**src/rtl/regfile_pkg.sv**
```systemverilog
// Shared register-file constants and the writeback request record used by the
// writeback scheduler and its source-B buffer.
package regfile_pkg;
    localparam int REG_ADDR_W = 5;
    localparam int REG_DATA_W = 32;
    localparam int NUM_REGS   = 32;

    typedef struct packed {
        logic [REG_ADDR_W-1:0] rd;
        logic [REG_DATA_W-1:0] data;
    } wb_req_t;
endpackage

```
**src/rtl/regfile_wb_scheduler_wb_fifo.sv**
```systemverilog
// Synchronous FIFO (wb_fifo) with valid/ready on both sides; DEPTH must be a power of two.
// Pointers carry one extra wrap bit so full and empty are distinguishable.
module wb_fifo
    import regfile_pkg::*;
#(
    parameter int  DEPTH = 2,
    parameter type T     = wb_req_t
) (
    input  logic clk,
    input  logic reset,
    input  logic i_in_valid,
    output logic o_in_ready,
    input  T     i_in_data,
    output logic o_out_valid,
    input  logic i_out_ready,
    output T     o_out_data
);
    localparam int AW = $clog2(DEPTH);

    logic [AW:0] r_wr_ptr;
    logic [AW:0] r_rd_ptr;
    T            r_mem [DEPTH];
    logic        w_full;
    logic        w_empty;
    logic        w_push;
    logic        w_pop;

    assign w_empty = (r_wr_ptr == r_rd_ptr);
    assign w_full  = (r_wr_ptr[AW] != r_rd_ptr[AW]) &&
                     (r_wr_ptr[AW-1:0] == r_rd_ptr[AW-1:0]);
    // Ready depends only on stored state, so a full buffer never pushes in the same cycle it pops.
    assign w_push  = i_in_valid && !w_full;
    assign w_pop   = !w_empty && i_out_ready;

    assign o_in_ready  = !w_full;
    assign o_out_valid = !w_empty;
    assign o_out_data  = r_mem[r_rd_ptr[AW-1:0]];

    always_ff @(posedge clk) begin
        if (!reset) begin
            r_wr_ptr <= '0;
            r_rd_ptr <= '0;
        end else begin
            if (w_push) r_wr_ptr <= r_wr_ptr + (AW+1)'(1);
            if (w_pop)  r_rd_ptr <= r_rd_ptr + (AW+1)'(1);
        end
    end

    always_ff @(posedge clk) begin
        if (w_push) r_mem[r_wr_ptr[AW-1:0]] <= i_in_data;
    end
endmodule

```
**src/rtl/regfile_wb_scheduler.sv**
```systemverilog
// Shares the RegFile write port between the WB stage (A) and a buffered long-latency
// source (B), and tracks pending B writes for decode stalls. Optional: WB_CONFLICT_CNT_EN.
module regfile_wb_scheduler
    import regfile_pkg::*;
#(
    parameter int DEPTH  = 2,
    parameter int DATA_W = REG_DATA_W,
    parameter int ADDR_W = REG_ADDR_W
) (
    input  logic              clk,
    input  logic              reset,
    input  logic              a_valid,
    input  logic [ADDR_W-1:0] a_reg,
    input  logic [DATA_W-1:0] a_data,
    input  logic              b_valid,
    output logic              b_ready,
    input  logic [ADDR_W-1:0] b_reg,
    input  logic [DATA_W-1:0] b_data,
    input  logic              issue_valid,
    input  logic [ADDR_W-1:0] issue_reg,
    input  logic [ADDR_W-1:0] readreg1,
    input  logic [ADDR_W-1:0] readreg2,
    output logic              stall,
    output logic              regwrite,
    output logic [ADDR_W-1:0] writereg,
    output logic [DATA_W-1:0] writedata
`ifdef WB_CONFLICT_CNT_EN
    ,
    output logic [15:0]       conflict_cnt
`endif
);
    localparam int NREGS = 1 << ADDR_W;

    typedef struct packed {
        logic [ADDR_W-1:0] rd;
        logic [DATA_W-1:0] data;
    } req_t;

    req_t              w_b_in;
    req_t              w_head;
    logic              w_head_valid;
    logic              w_b_pop;
    logic [NREGS-1:0]  w_set;
    logic [NREGS-1:0]  w_clr;
    logic [NREGS-1:0]  r_pend;
    logic              r_regwrite;
    logic [ADDR_W-1:0] r_writereg;
    logic [DATA_W-1:0] r_writedata;

    assign w_b_in = {b_reg, b_data};

    wb_fifo #(
        .DEPTH (DEPTH),
        .T     (req_t)
    ) u_fifo (
        .clk         (clk),
        .reset       (reset),
        .i_in_valid  (b_valid),
        .o_in_ready  (b_ready),
        .i_in_data   (w_b_in),
        .o_out_valid (w_head_valid),
        .i_out_ready (!a_valid),
        .o_out_data  (w_head)
    );

    // A has fixed priority; the B head only drains in cycles without an A write.
    assign w_b_pop = w_head_valid && !a_valid;

    always_ff @(posedge clk) begin
        if (!reset) begin
            r_regwrite  <= 1'b0;
            r_writereg  <= '0;
            r_writedata <= '0;
        end else if (a_valid) begin
            r_regwrite  <= (a_reg != '0);
            r_writereg  <= a_reg;
            r_writedata <= a_data;
        end else if (w_b_pop) begin
            r_regwrite  <= (w_head.rd != '0);
            r_writereg  <= w_head.rd;
            r_writedata <= w_head.data;
        end else begin
            r_regwrite  <= 1'b0;
        end
    end

    assign regwrite  = r_regwrite;
    assign writereg  = r_writereg;
    assign writedata = r_writedata;

    assign stall = (r_pend[readreg1] && (readreg1 != '0)) ||
                   (r_pend[readreg2] && (readreg2 != '0)) ||
                   (issue_valid && r_pend[issue_reg] && (issue_reg != '0));

    always_comb begin
        w_set = '0;
        w_clr = '0;
        if (issue_valid && !stall && (issue_reg != '0)) w_set[issue_reg] = 1'b1;
        if (w_b_pop) w_clr[w_head.rd] = 1'b1;
    end

    // Set is OR-ed after the clear so a new issue survives a same-cycle retire.
    always_ff @(posedge clk) begin
        if (!reset) r_pend <= '0;
        else        r_pend <= (r_pend & ~w_clr) | w_set;
    end

`ifdef WB_CONFLICT_CNT_EN
    logic [15:0] r_conflict_cnt;

    always_ff @(posedge clk) begin
        if (!reset) begin
            r_conflict_cnt <= '0;
        end else if (a_valid && w_head_valid && (r_conflict_cnt != 16'hFFFF)) begin
            r_conflict_cnt <= r_conflict_cnt + 16'd1;
        end
    end

    assign conflict_cnt = r_conflict_cnt;
`endif
endmodule

```
**config.mk**
```make
export PLATFORM = sky130hd
export DESIGN_NAME = regfile_wb_scheduler
export DESIGN_NICKNAME = d
export VERILOG_FILES = /design/src/rtl/regfile_pkg.sv /design/src/rtl/regfile_wb_scheduler_wb_fifo.sv /design/src/rtl/regfile_wb_scheduler.sv
export SDC_FILE = /design/constraint.sdc
export NUM_CORES = 1
export LEC_CHECK = 0
export ABC_AREA = 1
export ABC_CLOCK_PERIOD_IN_PS = 8100
export CAP_MARGIN = 20
export CORE_ASPECT_RATIO = 1.1
export CORE_UTILIZATION = 27
export CTS_CLUSTER_SIZE = 10
export DETAILED_ROUTE_END_ITERATION = 16
export PLACE_DENSITY = 0.49
export SLEW_MARGIN = 20
export SYNTH_ARGS = -nofsm -noshare
export SYNTH_HDL_FRONTEND = slang
export SYNTH_SLANG_ARGS = --single-unit
```
**constraint.sdc**
```tcl
create_clock -name clk -period 8.1 [get_ports clk]
set_input_delay 1.215 -clock clk [delete_from_list [all_inputs] [get_ports clk]]
set_output_delay 1.215 -clock clk [all_outputs]
set_load 0.02 [all_outputs]
```
==> impl_metrics.toml <==
[worst_setup_path]
required_ns = 6.88
critPathSlowestCell = "clkdlybuf4s50_1"
critPathTopFamily = "buffers and inverters"
path_cells = "clkdlybuf4s50_1, inv_2, nand2_1, nand2_1, nand2_1, nand2_1, nand2_1, nand2_1, nor2_1, a21oi_1, nor2_4, nand2_1, clkdlybuf4s50_1"
timing.critical_path.mode_cell = "nand2_1"
critPathMaxStageDelay_ns = 0.98
arrival_ns = 4.28
worst-setup-path-type = "in2out"
worst-path-buf-inv = 3
path_max_fanout = 32
critPathCaptureType = "primary output"
critPathLaunchType = "input port"

[placement]
port_buffers = 133
place_area_sq_mm = 0.00871
gp_congestion = 0.841
hpwl_um = 14500

[floorplan]
coreArea_sq_mm = 0.0256
ios = 134
die_h_um = 172
die-area_sq_mm = 0.0270
rows = 61
start_util_pct = 27.8
fp.dieW_um = 157

[synthesis]
synth.distinct_cells = 22
synth.yosys.seq_area_share_pct = 52.3
syn_area_per_cell_sq_um = 7.94
synth_top_area_share_pct = 31.2
synth_fp_nets = 990
yosys-top-cells-area = "edfxtp_1, dfxtp_1, nand2_1"
synthAdderAreaFrac_pct = 0
yosys.area.top_type = "edfxtp_1"
ys_seq_elements = 149
muxShareOfSynthArea_pct = 0
synth_edf_count = 74
synth-main-ff-cell = "dfxtp_1"
synth_xor_area_share_pct = 0.246
syn_inst = 896
synth_compound_area_share_pct = 15.4
synth_area_sq_mm = 0.00711
yosys_warnings = 0
async_flop_share_pct = 0
synth_simple_gate_area_share_pct = 23.2
synth_top_family_by_area = "simple AND/OR/NAND/NOR gates"

[sta]
drv_slew = 0
rsz0062_at_grt = "no"
fin_crit_ns = 5.49
hold_violations = 0
maxSlewHeadroom_pct = 34.7
timing.final.crit_share_pct = 67.8
holdWs_ns = 0.465
finClkSkew_ns = 0.00929
setup_violations = 0
fmax_ghz = 0.182
fin_tns_setup_ns = 0
tightest_slew_ns = 0.978

[clock_network]
clockBufferDepth = 2
htreeDepth = 4
post_cts_buffers = 0
tritoncts = "yes"
cts_resized = 0
cts_sinks = 149
insertion_delay_ns = 0.42
numCtsBuffers = 17
hold_buffers = 0
cts_root_buf = "clkbuf_16"
clkTransAtPathRegs_ns = 0.06

[cells_and_area]
finalInstanceArea_sq_mm = 0.00931
mostFrequentLayoutCells = "nand2_1, clkdlybuf4s50_1, inv_1"
synthToLayoutAreaGrowth_pct = 30.9
final_util_pct = 36.4
fill_cells = 2681
final_common_cell = "nand2_1"
layout-drive-gt1-share_pct = 5.11
diodes = 0
layout.nets = 1099

[drt]
drtIter0Drc = 359
antenna_left = 0
remaining_drc_errors = 0
post_drt_via_cell_ratio = 4.70
wl_per_cell_um = 15.0
vias = 6408
wirelength_um = 20500
dr.pass1.iters = 5

[power]
finalPower_w = 0.00208
ir_worst_vdd_mv = 0.151
cellPowerDensity_mw_per_mm2 = 223
leakage_nw = 3.56

[grt]
grt_overflow = 0
antenna_found_initial = 1
grt_pass1_vias = 6263
globalRouteTotalUtil_pct = 15.9
grt_pass1_wl_um = 32900
grt_max_degree = 75

[run]
cap_violations = 0

[run_status]
status = "complete, no violations"

[worst_hold_path]
hp-class = "reg2reg"
kinds of logic (layout without fill, tap and decap cells):
group | Yosys count | count (layout)
flops | 149 | 149
buf+inv | 157 | 279
compound gates | 191 | 191
simple gates | 397 | 397
xor+xnor | 2 | 2
path summary, 6_finish.rpt:
kind / from / end / slack [ns] / cells past startpoint
hold reg to reg: writereg[1]$_SDFFE_PN0P_ / writereg[1]$_SDFFE_PN0P_ / 0.46 / 2
setup reg to reg: flop / r_pend[26]$_SDFF_PN0_ / 5.85 / 6
setup / recovery: issue_reg[0] / stall / 2.61 / 13
hold / removal: writereg[1]$_SDFFE_PN0P_ / writereg[1]$_SDFFE_PN0P_ / 0.46 / 2
metrics by stage:
stage               setup slack, ns  instances
CTS                            2.56       1364
global placement               2.59       1332
detailed placement             2.58       1332
global route                   2.26       1364
finish                         2.61       1364
floorplan                      4.50        896
sequential cells by signal, summed over array words and instances, names as in the netlist, named ones only:
name and count:
u_fifo.r_mem 74, r_pend 32, writedata 32, writereg 5, u_fifo.r_rd_ptr 2, u_fifo.r_wr_ptr 2, regwrite 1
report_power, final:
| group | total, W | internal, W | leakage [nW] | switching, W |
|---|---|---|---|---|
| registers | 0.000888 | 0.000862 | 1.31 | 0.0000260 |
| clock network | 0.000790 | 0.000447 | 0.293 | 0.000343 |
| logic | 0.000399 | 0.000153 | 1.96 | 0.000246 |
metal layers:
metal	global-route usage, %	vias up	share of wire (%)
met3	5.31	25	8.6
met5	0	-	0
li1	-	3246	-
met1	20.2	2952	45
met2	25.4	185	45
met4	4.39	0	1.3
synthesized netlist by cell type (19+ instances only):
master and instances:
a21oi_1 38, a31oi_1 38, clkbuf_1 29, dfxtp_1 75
edfxtp_1 74, inv_1 97, nand2_1 259, nand3_1 46
nand4_1 32, nor2_1 50, o211ai_1 37, o21ai_0 59
o21ai_1 19
layout make-up:
cell class / instances / area [sq um] / area share (%)
Inverter: 107 / 402 / 4.31
Clock inverter: 14 / 156 / 1.68
Timing Repair Buffer: 140 / 1380 / 14.9
Multi-Input combinational cell: 590 / 2770 / 29.8
Tap cell: 346 / 433 / 4.65
Sequential cell: 149 / 3720 / 40.0
Clock buffer: 18 / 439 / 4.72
worst reg2reg max path, delay by kind of cell (launching register included):
kind,cells,cell delay [ns]
compound gates,3,0.73
buf+inv,1,0.54
flops,1,0.31
simple gates,2,0.52
Note: power is estimated with default switching activity, not from simulation.
